File: config.mk
export PLATFORM = sky130hd
export DESIGN_NAME = vending_machine_param
export DESIGN_NICKNAME = d
export VERILOG_FILES = /design/src/rtl/vending_machine_param.sv
export SDC_FILE = /design/constraint.sdc
export NUM_CORES = 1
export LEC_CHECK = 0
export ABC_AREA = 0
export CELL_PAD_IN_SITES_DETAIL_PLACEMENT = 2
export CELL_PAD_IN_SITES_GLOBAL_PLACEMENT = 2
export CORE_MARGIN = 5
export CORE_UTILIZATION = 29
export DETAILED_ROUTE_END_ITERATION = 8
export PLACE_DENSITY = 0.74
export SLEW_MARGIN = 25
export SYNTH_ARGS = -nofsm -noshare
export SYNTH_HDL_FRONTEND = slang
export SYNTH_SLANG_ARGS = --single-unit
File: constraint.sdc
create_clock -name clk -period 3.87 [get_ports clk]
set_clock_uncertainty 0.1 [all_clocks]
set_input_delay 0.5805 -clock clk [delete_from_list [all_inputs] [get_ports clk]]
set_output_delay 0.5805 -clock clk [all_outputs]
set_load 0.01 [all_outputs]
File: src/rtl/vending_machine_param.sv
// Parametrised vending controller: N items, per-item price/stock, 5/10/20 coins, serial 5-rupee change.
// Optional idle auto-refund is built only when AUTO_REFUND_TIMEOUT_EN is defined.

module vending_stock_cell #(
  parameter int STOCK_W    = 4,
  parameter int STOCK_INIT = 3
) (
  input  logic clk,
  input  logic rst,
  input  logic i_restock,
  input  logic i_dec,
  output logic o_empty
);
  logic [STOCK_W-1:0] r_stock, w_stock_nxt;

  always_comb begin
    w_stock_nxt = r_stock;
    if (i_restock)                  w_stock_nxt = STOCK_W'(STOCK_INIT);
    else if (i_dec && r_stock != 0) w_stock_nxt = r_stock - 1'b1;
  end

  always_ff @(posedge clk or posedge rst)
    if (rst) begin
      r_stock <= STOCK_W'(STOCK_INIT);
      o_empty <= (STOCK_INIT == 0);
    end else begin
      r_stock <= w_stock_nxt;
      o_empty <= (w_stock_nxt == '0);
    end
endmodule

module vending_machine_param #(
  parameter int                            NUM_ITEMS      = 4,
  parameter int                            PRICE_W        = 7,
  parameter logic [NUM_ITEMS*PRICE_W-1:0]  PRICES         = {7'd30, 7'd25, 7'd20, 7'd15},
  parameter int                            MAX_CREDIT     = 95,
  parameter int                            STOCK_W        = 4,
  parameter int                            STOCK_INIT     = 3,
  parameter int                            TIMEOUT_CYCLES = 1000
) (
  input  logic                 clk,
  input  logic                 rst,
  input  logic                 five_rup,
  input  logic                 ten_rup,
  input  logic                 twenty_rup,
  input  logic                 cancel,
  input  logic                 restock,
  input  logic [NUM_ITEMS-1:0] item_no,
  output logic [NUM_ITEMS-1:0] product,
  output logic [PRICE_W-1:0]   change,
  output logic                 change_coin,
  output logic [PRICE_W-1:0]   credit,
  output logic [NUM_ITEMS-1:0] sold_out,
  output logic                 coin_reject,
  output logic                 err_invalid,
  output logic                 busy
);
  typedef enum logic [2:0] {S_IDLE, S_COLLECT, S_VEND, S_CHANGE, S_REFUND} state_t;

  localparam logic [PRICE_W:0]   MAXC = (PRICE_W+1)'(MAX_CREDIT);
  localparam logic [PRICE_W-1:0] C5   = PRICE_W'(5);

  if (MAX_CREDIT % 5 != 0) begin : g_bad_max
    $error("MAX_CREDIT must be a multiple of 5");
  end
  if (TIMEOUT_CYCLES < 1) begin : g_bad_to
    $error("TIMEOUT_CYCLES must be at least 1");
  end

  state_t               r_state, w_state_nxt;
  logic [1:0]           w_coin_cnt;
  logic [PRICE_W:0]     w_coin_val, w_sum;
  logic [PRICE_W-1:0]   w_sel_price;
  logic                 w_item_multi, w_item_one, w_in_stock;
  logic                 w_vend, w_refund, w_timeout, w_coin_acc, w_coin_rej;
  logic [NUM_ITEMS-1:0] w_dec;
  logic                 w_restock;

  assign w_coin_cnt   = {1'b0, five_rup} + {1'b0, ten_rup} + {1'b0, twenty_rup};
  assign w_coin_val   = five_rup ? (PRICE_W+1)'(5) : ten_rup ? (PRICE_W+1)'(10) :
                        twenty_rup ? (PRICE_W+1)'(20) : '0;
  assign w_sum        = {1'b0, credit} + w_coin_val;
  assign w_item_multi = |(item_no & (item_no - 1'b1));
  assign w_item_one   = (|item_no) && !w_item_multi;
  assign w_in_stock   = |(item_no & ~sold_out);

  always_comb begin
    w_sel_price = '0;
    for (int i = 0; i < NUM_ITEMS; i++)
      if (item_no[i]) w_sel_price = w_sel_price | PRICES[i*PRICE_W +: PRICE_W];
  end

  // Same-cycle priority in COLLECT: cancel/timeout, then vend, then coin.
  assign w_refund   = (r_state == S_COLLECT) && ((cancel && credit != '0) || w_timeout);
  assign w_vend     = (r_state == S_COLLECT) && !w_refund && w_item_one && w_in_stock &&
                      (credit >= w_sel_price);
  assign w_coin_acc = ((r_state == S_IDLE) || (r_state == S_COLLECT && !w_refund && !w_vend)) &&
                      (w_coin_cnt == 2'd1) && (w_sum <= MAXC);
  assign w_coin_rej = (w_coin_cnt != 2'd0) && !w_coin_acc;
  assign w_dec      = w_vend ? item_no : '0;
  assign w_restock  = restock && (r_state == S_IDLE);

`ifdef AUTO_REFUND_TIMEOUT_EN
  localparam int             TO_W    = $clog2(TIMEOUT_CYCLES + 1);
  localparam logic [TO_W-1:0] TO_LAST = TO_W'(TIMEOUT_CYCLES - 1);
  logic [TO_W-1:0]      r_to_cnt;
  logic [NUM_ITEMS-1:0] r_item_prev;

  always_ff @(posedge clk or posedge rst)
    if (rst) begin
      r_to_cnt    <= '0;
      r_item_prev <= '0;
    end else begin
      r_item_prev <= item_no;
      if (r_state != S_COLLECT || w_coin_acc || item_no != r_item_prev) r_to_cnt <= '0;
      else if (r_to_cnt != TO_LAST)                                    r_to_cnt <= r_to_cnt + 1'b1;
    end

  assign w_timeout = (r_state == S_COLLECT) && (r_to_cnt == TO_LAST);
`else
  assign w_timeout = 1'b0;
`endif

  for (genvar g = 0; g < NUM_ITEMS; g++) begin : g_stock
    vending_stock_cell #(.STOCK_W(STOCK_W), .STOCK_INIT(STOCK_INIT)) u_cell (
      .clk(clk), .rst(rst), .i_restock(w_restock), .i_dec(w_dec[g]), .o_empty(sold_out[g])
    );
  end

  always_ff @(posedge clk or posedge rst)
    if (rst) r_state <= S_IDLE;
    else     r_state <= w_state_nxt;

  always_comb begin
    w_state_nxt = r_state;
    case (r_state)
      S_IDLE:    if (w_coin_acc) w_state_nxt = S_COLLECT;
      S_COLLECT: if (w_refund) w_state_nxt = S_REFUND;
                 else if (w_vend) w_state_nxt = S_VEND;
      S_VEND:    w_state_nxt = (credit == '0) ? S_IDLE : S_CHANGE;
      S_CHANGE,
      S_REFUND:  if (credit == '0) w_state_nxt = S_IDLE;
      default:   w_state_nxt = S_IDLE;
    endcase
  end

  // Vend arithmetic lands on the edge entering VEND so product is high for exactly the VEND cycle.
  always_ff @(posedge clk or posedge rst)
    if (rst) begin
      credit      <= '0;
      change      <= '0;
      product     <= '0;
      change_coin <= 1'b0;
      coin_reject <= 1'b0;
      err_invalid <= 1'b0;
      busy        <= 1'b0;
    end else begin
      product     <= '0;
      change_coin <= 1'b0;
      coin_reject <= w_coin_rej;
      err_invalid <= (r_state == S_COLLECT) && w_item_multi && !w_refund;
      busy        <= (w_state_nxt == S_VEND) || (w_state_nxt == S_CHANGE) ||
                     (w_state_nxt == S_REFUND);
      if (w_coin_acc) begin
        credit <= w_sum[PRICE_W-1:0];
        change <= '0;
      end
      case (r_state)
        S_COLLECT:
          if (w_refund) change <= credit;
          else if (w_vend) begin
            product <= item_no;
            credit  <= credit - w_sel_price;
            change  <= credit - w_sel_price;
          end
        S_CHANGE, S_REFUND:
          if (credit != '0) begin
            change_coin <= 1'b1;
            credit      <= credit - C5;
          end
        default: ;
      endcase
    end
endmodule
* Word level (Yosys, flattened, before mapping)
Index checks and enable logic that the tools add are counted.
** Word-level totals
- Register bits after elaboration :: 45
- Output and inout port bits :: 26
- Input port bits :: 11
- Logic and storage cells :: 115
** Cells by class
- Reductions and logical operators :: 41
- Order comparisons :: 2
- Bitwise operators :: 3
- Mux-type cells :: 35
- Add/subtract/negate cells :: 10
- Equality and inequality tests :: 8
** Operators with widths (count)
- two-way mux 7 bit :: 8
- two-way mux 4 bit :: 12
- two-way mux 5 bit :: 6
- subtractor 4 x 1 -> 4 bit (second input constant) :: 5
- logical AND 1 bit :: 18
- zero test 4 bit :: 4
- nonzero test 4 bit :: 4
- one-hot mux 7 bit (2 select lines) :: 1
- equality test 3 x 2 -> 1 bit (second input constant) :: 4
- two-way mux 3 bit :: 4
- one-hot mux 3 bit (4 select lines) :: 1
- OR reduction 4 bit :: 3
- adder 7 x 5 -> 8 bit :: 1
- AND 4 bit :: 2
- <= comparator 8 x 7 -> 1 bit (second input constant) :: 1
- >= comparator 7 x 5 -> 1 bit :: 1
- zero test 7 bit :: 1
- nonzero test 7 bit :: 1
- subtractor 7 x 3 -> 7 bit (second input constant) :: 1
- subtractor 7 x 5 -> 7 bit :: 1
- equality test 3 bit (second input constant) :: 2
- zero test 1 bit :: 4
- inverter 4 bit :: 1
- equality test 3 x 1 -> 1 bit (second input constant) :: 1
- 9 further kinds :: 12

* Logic depth before layout (Yosys ltp)
Gate-level depths: netlist of the first run.
- Depth after elaboration :: 18
- Mapped depth :: 12
- Gate-level depth less buffers :: 11

* Hierarchy
From an unflattened synthesis of the first run, not the netlist that was laid out.
** Second synthesis, totals
- Cell total of the unflattened synthesis :: 340
- Area, all modules :: 3094.2 um^2
** Modules (own cells, without submodules)
- vending_machine_param :: times used 1, sequential area each 625.6 um^2, area an instance 1973.1 um^2, cells each 228
- vending_stock_cell :: times used 4, sequential area each 127.6 um^2, area an instance 280.3 um^2, cells each 28

* Least setup slack after synthesis of the first run
Ideal clock, no wire load.
- Kind :: input -> register
- Start :: input item_no[2]
- End :: register g_stock[0].u_cell.o_empty
- Arrival time :: 2809 ps
- Path slack :: 860 ps
- Path buffers :: 2
- Data required time :: 3669 ps
- Stages on the path :: 11
- Library setup time :: 101 ps
- Path through :: clkbuf_4 > or2_2 > ha_1 > nand2b_1 > a21oi_1 > o211ai_1 > and3_4 > buf_6 > a31oi_1 > or3_1 > nor4_1
** On the way
- Word-level cells in the longest chain between the ends :: 13
- Elaborated cells between the ends (all ways) :: 19
- Classes of those cells :: add/sub: 1; order compare: 1; mux: 5; bitwise: 2; reduce/logical: 10
** Ends and longest elaborated chain
- start, declared :: line 48 : input logic [NUM_ITEMS-1:0] item_no,
- subtractor 4 x 1 -> 4 bit :: line 83 : assign w_item_multi = |(item_no & (item_no - 1'b1));
- AND 4 bit :: line 83
- OR reduction 4 bit :: line 83
- zero test 1 bit :: line 84 : assign w_item_one = (|item_no) && !w_item_multi;
- logical AND 1 bit :: line 84
- logical AND 1 bit (2 in a row) :: line 95 : assign w_vend = (r_state == S_COLLECT) && !w_refund && w_item_one && w_in_stock &&
- logical AND 1 bit (*) :: line 95
- two-way mux 4 bit (*) :: line 100 : assign w_dec = w_vend ? item_no : '0;
- logical AND 1 bit (*) :: line 19 : else if (i_dec && r_stock != 0) w_stock_nxt = r_stock - 1'b1;
- two-way mux 4 bit (*) :: line 19
- two-way mux 4 bit (*) :: line 18 : if (i_restock) w_stock_nxt = STOCK_W'(STOCK_INIT);
- via g_stock[0].u_cell.w_stock_nxt[0] :: line 14 : logic [STOCK_W-1:0] r_stock, w_stock_nxt;
- zero test 4 bit (*) :: line 28 : o_empty <= (w_stock_nxt == '0);
- end signal, assigned :: line 25 : o_empty <= (STOCK_INIT == 0);
- end signal, assigned :: line 28
- end, declared :: line 12 : output logic o_empty
The timed path passes the listed nets; every way through them passes the cells marked *.

* Final worst setup path of the first run
- Start :: input item_no[2]
- End :: register g_stock[2].u_cell.o_empty
** On the way
- Word-level cells in the longest chain between the ends :: 13
- Elaborated cells between the ends (all ways) :: 19
- Classes of those cells :: add/sub: 1; order compare: 1; mux: 5; bitwise: 2; reduce/logical: 10
** Ends and longest elaborated chain (line)
- subtractor 4 x 1 -> 4 bit :: 83
- AND 4 bit :: 83
- OR reduction 4 bit :: 83
- zero test 1 bit :: 84
- logical AND 1 bit :: 84
- logical AND 1 bit (3 in a row) :: 95
- two-way mux 4 bit (*) :: 100
- logical AND 1 bit (*) :: 19
- two-way mux 4 bit (*) :: 19
- two-way mux 4 bit (*) :: 18
- zero test 4 bit (*) :: 28
- end signal, assigned :: 25
- end signal, assigned :: 28
- end, declared :: 12
Every way passes the cells marked *; elsewhere a longest branch is shown, timed or not.

==> metrics.txt, run 1 <==
startpoint types input port; Power Density 616 mW/mm^2; DIE AREA 0.0131 sq mm; number of distinct library cells after synthesis 73; core area 0.0107 sq mm; post-DR wirelength/cell 18.5 microns; vias in the first global route 3102; via count 2712; max-cap violations 0; H-tree depth 2; WL final 9530 microns; FMAX 273 MHz; total track usage 15.3%; Post-CTS Hold Buffers 0; Post-synth top flop dfrtp_1; syn_nets 368; Seq/Total Area, Yosys 36.0%; CTS sink count 45; Ant. Diodes 0; Setup Fix Bufs, Post-CTS 0; Final min period 3.66 ns; yosys warns 0; CTS max path bufs 2; crit-path max cell delay 0.60 ns; largest family of logic cells by synthesized area simple AND/OR/NAND/NOR gates; Final setup violation count 0; final hold violations 0; area growth from synthesis to layout 17.3%; Final HPWL DP 7420 microns; Worst EP arrival 3.76 ns; mux share of post-synthesis cell area 3.53%; register bit total from synthesis 45; buffers and inverters on the worst path 1; post-synthesis cell area 0.00315 sq mm; GP Congestion 0.776; first-pass GRT wire length 16200 microns; die height 114 microns; share of synthesized registers carrying an async set or reset 100%; FP Rows 38; drc violations 0; PostCTS Resize Cnt 0; cell family with the largest share of critical-path delay simple AND/OR/NAND/NOR gates; layout net count 403; TritonCTS Buffers 5; critical path class in2reg; Slew @ Worst Pin 0.839 ns; VDD IR max 0.000189 V; DIE WIDTH 114 microns; WP data required 3.97 ns; PnR worst setup slack 0.206 ns; final core occ 34.4%; Post-synth EDFFs 0; leakage 1.66 nW; ANT nets after route 0; Vias per Instance 5.26; Tot Pwr 2.28 mW; Simple-Gate Fraction of Synth Area 24.0%; cells after synthesis 340; DR iter-0 viols 47; pin count of the biggest net entering global routing 46; share of cells above drive strength 1 13.0%; port bufs 36; RSZ-0062 raised after global routing false; GRT overflow 0; Synth Area in Adders 7.22%; CTS Root Cell clkbuf_8; worst hold path type reg2reg; Synth Area in Compound Gates 17.5%; initial antenna violation count 0; Worst-path clk slew 0.09 ns; worst-path cell chain clkdlybuf4s50_1, or2_2, ha_1, nand2b_1, a21oi_1, o211ai_1, and3_4, and3_1, nand3_1, a211oi_1; pre-CTS setup slack -0.125 ns; CP Capture Type flip-flop; syn_area_per_cell 9.27 sq um; xor and xnor area share after synthesis 4.44%; I/O pin count 37; worst-skew pair later-pin latency 0.30 ns; CP max-delay cell o211ai_1; Initial Util 29.3%; relative slew slack 44.1%; Final Slew Violations 0; worst-path fanout max 21; status completed; Final period util 94.7%; CTS tree built; First-pass DRT Iterations 4
layout by cell type, fill, tap and decap left out, types with 4 or more instances in the layout:
cell	synthesis	layout
nand3_1	7	7
nand2b_1	4	4
dfstp_2	8	8
a221o_1	4	4
inv_1	28	27
xnor2_1	10	10
nor2_1	28	28
xor2_1	6	6
a211oi_1	4	4
mux2i_1	10	10
o211ai_1	8	8
nor3_1	11	11
clkbuf_8	1	5
nor4_1	4	4
a21oi_1	9	9
or3_1	4	4
and2_1	6	6
nand2_1	25	25
nand4_1	6	6
or2_2	4	4
buf_4	6	7
a31oi_1	5	5
dfrtp_1	37	37
ha_1	15	15
nor2b_1	7	7
o21ai_0	14	14
clkdlybuf4s50_1	0	36
and3_1	4	4
layout make-up:
class,instances,area (sq um)
flip-flops and latches,45,1140
clock buffers,8,80.1
multi-input cells,252,1790
well taps,140,175
repair buffers,43,413
fillers,1228,7050
inverters,28,106
Yosys cell counts (3+ instances only):
| master | number | share of area, % |
|---|---|---|
| ha_1 | 15 | 6.0 |
| buf_6 | 4 | 1.4 |
| dfrtp_1 | 37 | 29 |
| nor2b_1 | 7 | 1.4 |
| a22oi_1 | 3 | 0.71 |
| inv_1 | 28 | 3.3 |
| dfstp_2 | 8 | 6.7 |
| o21a_1 | 3 | 0.71 |
| o211ai_1 | 8 | 1.9 |
| buf_4 | 6 | 1.4 |
| nand4_1 | 6 | 1.2 |
| mux2i_1 | 10 | 3.2 |
| xnor2_1 | 10 | 2.8 |
| and2_1 | 6 | 1.2 |
| and3_1 | 4 | 0.79 |
| o21ai_0 | 14 | 2.2 |
| xor2_1 | 6 | 1.7 |
| or3_1 | 4 | 0.79 |
| nand3_1 | 7 | 1.1 |
| nand2b_1 | 4 | 0.79 |
| nand2_1 | 25 | 3.0 |
| a211oi_1 | 4 | 0.95 |
| or2_2 | 4 | 0.79 |
| nor4_1 | 4 | 0.79 |
| a221o_1 | 4 | 1.3 |
| a31oi_1 | 5 | 0.99 |
| and3_4 | 3 | 1.1 |
| a21oi_1 | 9 | 1.4 |
| nor2_1 | 28 | 3.3 |
| nor3_1 | 11 | 1.7 |
report_power, final:
group,switching [mW],total (mW),leakage [nW],internal [mW]
combinational,0.662,1.23,1.05,0.566
clock,0.162,0.291,0.0395,0.129
sequential,0.174,0.760,0.570,0.586
per-stage QoR:
step	instance area, sq um	hold WS [ns]	TNS [ns]	instances
2_1_floorplan	3150	0.353	0	340
3_3_place_gp	3620	0.388	-0.0123	508
3_5_place_dp	3620	0.403	-0.174	508
4_1_cts	3700	0.413	0	516
5_1_grt	3700	0.430	0	516
6_report	3700	0.408	0	516
final timing paths:
| check | end | cells after the start | from | slack [ns] |
|---|---|---|---|---|
| max | g_stock[2].u_cell.o_empty | 10 | item_no[2] | 0.21 |
| min | g_stock[0].u_cell.o_empty | 1 | g_stock[0].u_cell.r_stock[3] | 0.41 |
| max reg2reg | g_stock[2].u_cell.o_empty | 7 | credit[3] | 0.75 |
| min reg2reg | g_stock[0].u_cell.o_empty | 1 | g_stock[0].u_cell.r_stock[3] | 0.41 |
| max in group asynchronous | g_stock[2].u_cell.r_stock[2] | 2 | rst | 2.52 |
| min in group asynchronous | change_coin | 2 | rst | 0.63 |
registers in the layout (all words and copies together), names as in the netlist:
register / flops
err_invalid: 1
r_state: 3
g_stock.u_cell.o_empty: 4
busy: 1
coin_reject: 1
change: 7
product: 4
credit: 7
change_coin: 1
g_stock.u_cell.r_stock: 16
cell families (layout without fill, tap and decap cells):
family	Yosys count	after routing
buffers and inverters	43	79
xor gates and xnor gates	16	16
adders and majority gates	17	17
and+or+nand+nor	133	133
AOI/OAI and AO/OA	75	75
muxes	11	11
DFF	45	45
layer usage:
metal  vias to the layer above  track usage (%)  part of all wire (%)
met3                         7             2.06                   2.2
met4                         0             3.09                  0.78
met2                        32             27.8                    51
li1                       1285                -                     -
met1                      1388             19.3                    46
met5                         -                0                     0
No activity file was read; power rests on OpenSTA's default activity.
==> inputs of run 2 (changes only) <==
--- a/config.mk
+++ b/config.mk
@@ -10,6 +10,7 @@
 export CELL_PAD_IN_SITES_GLOBAL_PLACEMENT = 2
 export CORE_MARGIN = 5
 export CORE_UTILIZATION = 29
+export CTS_BUF_LIST = sky130_fd_sc_hd__clkbuf_4 sky130_fd_sc_hd__clkbuf_8
 export DETAILED_ROUTE_END_ITERATION = 8
 export PLACE_DENSITY = 0.74
 export SLEW_MARGIN = 25
==> metrics.txt, run 2 (same netlist as run 1, synthesis figures left out) <==
Setup Fix Bufs, Post-CTS 0; First-pass DRT Iterations 4; Post-CTS Hold Buffers 0; cell area after layout 0.00371 sq mm; flop-to-flop setup slack 0.74 ns; RSZ-0062 raised after global routing false; Int Pwr 1.30 mW; reg2reg end g_stock[2].u_cell.o_empty; TritonCTS Buffers 5; largest registers g_stock.u_cell.r_stock: 16 flops, change: 7 flops, credit: 7 flops; final core occ 34.5%; FF-to-FF path depth 7; Gate power share 53.3%; Initial Util 29.3%; Slew @ Worst Pin 0.831 ns; Final setup violation count 0; core area 0.0107 sq mm; CTS sink count 45; Final period util 94.2%; Vias per Instance 5.20; total track usage 15.4%; Final HPWL DP 7420 microns; worst hold path type reg2reg; DR iter-0 viols 64; Power Density 619 mW/mm^2; layout net count 403; Worst EP arrival 3.75 ns; PnR worst setup slack 0.224 ns; pre-CTS setup slack -0.125 ns; worst r2r src credit[3]; NetSw 996 uW; Hold Crit Start g_stock[0].u_cell.r_stock[3]; status completed; Top reg by flops g_stock.u_cell.r_stock; H-tree depth 2; share of cells above drive strength 1 13.8%; PostCTS Resize Cnt 0; relative slew slack 44.6%; CTS Root Cell clkbuf_8; port bufs 36; WL final 9560 microns; final hold violations 0; Placed Cells 508; first-pass GRT wire length 16200 microns; Hold Path Depth 1; worst-skew pair later-pin latency 0.31 ns; TNS Setup 0 ns; startpoint types input port; GP Congestion 0.776; initial antenna violation count 0; Min-Delay Endpoint g_stock[0].u_cell.o_empty; ANT nets after route 0; FMAX 274 MHz; post-DR wirelength/cell 18.5 microns; Seq pwr share 33.1%; via count 2685; critical path class in2reg; CP Capture Type flip-flop; GRT overflow 0; vias in the first global route 3123; DIE WIDTH 114 microns; worst-path fanout max 21; DIE AREA 0.0131 sq mm; Final Non-Filler Cells 516; Ant. Diodes 0; Final min period 3.65 ns; Hold Worst Slack 0.404 ns; WP data required 3.98 ns; VDD IR max 0.000171 V; I/O pin count 37; drc violations 0; DP Area 0.00362 sq mm; die height 114 microns; Clock Power Share 13.6%; most frequent cells in the layout dfrtp_1 (37), clkdlybuf4s50_1 (36), nor2_1 (28); switching share of total power 43.3%; Final Slew Violations 0; area growth from synthesis to layout 17.7%; Tot Pwr 2.30 mW; CTS max path bufs 2; max-cap violations 0; Worst-path clk slew 0.09 ns; pin count of the biggest net entering global routing 46; leakage 1.67 nW; FP Rows 38; commonest non-fill, non-tap cell in the layout dfrtp_1; CTS tree built; max FFs per register 16
run 2: worst max path at each step:
stage,cells past startpoint,from,end
2_1_floorplan,11,item_no[2],g_stock[0].u_cell.o_empty
3_3_place_gp,10,item_no[0],g_stock[2].u_cell.o_empty
3_5_place_dp,9,item_no[2],g_stock[3].u_cell.o_empty
4_1_cts,9,item_no[2],g_stock[3].u_cell.o_empty
5_1_grt,9,item_no[2],g_stock[3].u_cell.o_empty
6_report,10,item_no[2],g_stock[2].u_cell.o_empty
run 2: worst max-delay path, stage by stage:
cell and delay (ns):
clkdlybuf4s50_1 0.51, or2_2 0.34, ha_1 0.31, nand2b_1 0.11, a21oi_1 0.09, o211ai_1 0.61
and3_4 0.49, and3_1 0.31, nand3_1 0.10, a211oi_1 0.28
run 2: power by group through the flow:
stage,logic (mW),clock network [mW],registers (mW)
2_1_floorplan,0.824,0,0.730
3_3_place_gp,1.19,0,0.765
3_5_place_dp,1.24,0,0.769
4_1_cts,1.25,0.330,0.764
5_1_grt,1.36,0.349,0.783
6_report,1.23,0.312,0.760
run 2: per-layer routing:
| metal | track usage (%) | share of wire (%) | vias up |
|---|---|---|---|
| li1 | - | - | 1283 |
| met1 | 19.3 | 47 | 1368 |
| met2 | 28.0 | 50 | 26 |
| met3 | 2.06 | 1.9 | 8 |
| met4 | 3.56 | 0.94 | 0 |
| met5 | 0 | 0 | - |
run 2: final cells by class:
class                   count  area (sq um)
clock buffers               8          91.3
fillers                  1230          7040
inverters                  28           106
multi-input cells         252          1790
flip-flops and latches     45          1140
well taps                 140           175
repair buffers             43           413
==> RTL change: new RTL, flow settings as in run 2 <==
Put one more register stage on the output `err_invalid`, with the module's reset. The value now appears one clock later. The other outputs are not delayed to match.
--- a/src/rtl/vending_machine_param.sv
+++ b/src/rtl/vending_machine_param.sv
@@ -61,2 +61,4 @@
   localparam logic [PRICE_W-1:0] C5   = PRICE_W'(5);
+
+  logic err_invalid_s0;
 
@@ -154,3 +156,3 @@
       coin_reject <= 1'b0;
-      err_invalid <= 1'b0;
+      err_invalid_s0 <= 1'b0;
       busy        <= 1'b0;
@@ -160,3 +162,3 @@
       coin_reject <= w_coin_rej;
-      err_invalid <= (r_state == S_COLLECT) && w_item_multi && !w_refund;
+      err_invalid_s0 <= (r_state == S_COLLECT) && w_item_multi && !w_refund;
       busy        <= (w_state_nxt == S_VEND) || (w_state_nxt == S_CHANGE) ||
@@ -183,2 +185,10 @@
     end
+  always_ff @(posedge clk or posedge rst) begin
+    if (rst) begin
+      err_invalid <= '0;
+    end else begin
+      err_invalid <= err_invalid_s0;
+    end
+  end
+
 endmodule
Behaviour: not the same (a bounded check fails within 4 cycles, from zero or initial values and one cycle with rst high).
==> RTL change against run 2 <==
  * Sequential power up 5.8%
  * Die area down 0.10%
  * Critical endpoint is now g_stock[3].u_cell.o_empty
  * Wire length shrank 0.39%
  * Power is 8.5% higher
  * Setup slack improved by 0.29 ns
  * Design area is essentially flat
  * Area after synthesis decreased by 0.12%
  * Via count increased by 1.9%
  * Largest cell class unchanged
  * Global-route usage is essentially flat
  * Combinational power grew 11%
  * Sequential share of layout area increased by 0.65 points
  * Register-to-register slack gained 0.15 ns
  * Sequential cell count rose by 1
  * Count of clock-buffer cells in the layout fell by 2
==> RTL change: results (changes against run 2) <==
| Metric | Value |
|---|---|
| Outcome | finished, final reports clean |
| Nets | 413 (+2.5%) |
| Reg clk slew, reported paths | 0.09 ns (about the same) |
| Seq/Total Area, Yosys | 0.3687 (+0.008375) |
| Worst r2r path cells | 10 (+3) |
| Worst vdd ir | 0.1915 mV (+12%) |
| Met3 Resource Use GR | 0.02378 (+0.003171) |
| WHS Endpoint | err_invalid |
| Clk power | 322 uW (+3%) |
| Placed cell count | 518 (+2.0%) |
| Met1 GRT Util | 0.1916 (-0.001324) |
| CP Max Fanout | 11 (-48%) |
| Sw frac | 0.4460 (+0.01262) |
| Placed Area | 3616 sq um (about the same) |
| Post-synth top cells | nor2_1 (40), dfrtp_1 (38), nand2_1 (37), inv_1 (20), ha_1 (15) |
| WL met3 | 227 um (+22%) |
| Hold path start | err_invalid_s0 |
| Resized cells post-CTS | 0 (unchanged) |
| Drt initial violations | 76 (+19%) |
| Adder-cell share of the synthesized area | 0.07231 (+0.00008608) |
| WL met1 | 4.348 mm (-2.5%) |
| End point of the critical path | g_stock[3].u_cell.o_empty |
| M2 GR Usage | 0.2783 (-0.001561) |
| Setup slack, reg-to-reg | 0.89 ns (+0.15 ns) |
| Final cell count without fillers | 526 (+1.9%) |
| Antenna violations before repair | 0 (unchanged) |
| Leak pwr | 0.001688 uW (+1.1%) |
| Post-DP HPWL | 7.422 mm (about the same) |
| Largest cells by area after synthesis | dfrtp_1 (30%), dfstp_2 (6.7%), ha_1 (6.0%) |
| Fill cell count | 1242 (+0.98%) |
| Netlist cell types | 67 (-8.2%) |
| DR WL/cell | 18.10 um (-2.3%) |
| P_int | 1381 uW (+6.1%) |
| Htree depth | 2 (unchanged) |
| Worst Setup SP | item_no[0] |
| DR vias | 2736 (+1.9%) |
| Worst r2r src | credit[1] |
| Fin worst setup slack | 0.5088 ns (+0.2852 ns) |
| Final Wtd Congestion | 0.8300 (+6.9%) |
| Hold Slack | 0.2631 ns (-0.1406 ns) |
| Largest net degree at the start of global routing | 47 (+2.2%) |
| Ys Warns | 0 (unchanged) |
| Share of cells above drive strength 1 | 0.1140 (-0.02431) |
| First-pass GRT wire length | 16.10 mm (-0.68%) |
| Synth Area in Compound Gates | 0.1847 (+0.009744) |
| Sequential Power | 804 uW (+5.8%) |
| Syn nets | 383 (+4.1%) |
| Vias in the first global route | 3127 (+0.13%) |
| Multiplexer share of the synthesized area | 0.01986 (-0.01545) |
==> RTL change: changes by cell type in the layout (fill, tap and decap cells not counted), sizes merged, moves of 4 or more <==
cell and delta:
xor2 +4, a21oi +4, inv -8, or3 -4
nor2 +11, nand2 +13, o31ai +4, mux2i -6
==> RTL change: area by class of cell <==
cell class	count	area, sq um	share of cell area
clock buffers	6	82.58	0.02224
flip-flops and latches	46	1161	0.3128
inverters	20	76.32	0.02056
clock inverters	2	12.51	0.003370
multi-input cells	270	1799	0.4847
well taps	140	175.2	0.04719
repair buffers	42	405.4	0.1092
==> RTL change: critical path: stages <==
cell,delay [ns]
clkdlybuf4s50_1,0.52
or2_2,0.39
nor2_1,0.11
ha_1,0.21
o211ai_1,0.12
o211ai_1,0.17
and4_4,0.32
and2_1,0.46
nand3_2,0.21
mux2i_1,0.15
and4_1,0.20
==> RTL change: cell families after synthesis <==
kind of cell / Yosys count
flops: 46
simple gates: 154
compound gates: 75
xor+xnor: 18
mux: 6
buf+inv: 39
fa+ha+maj: 17
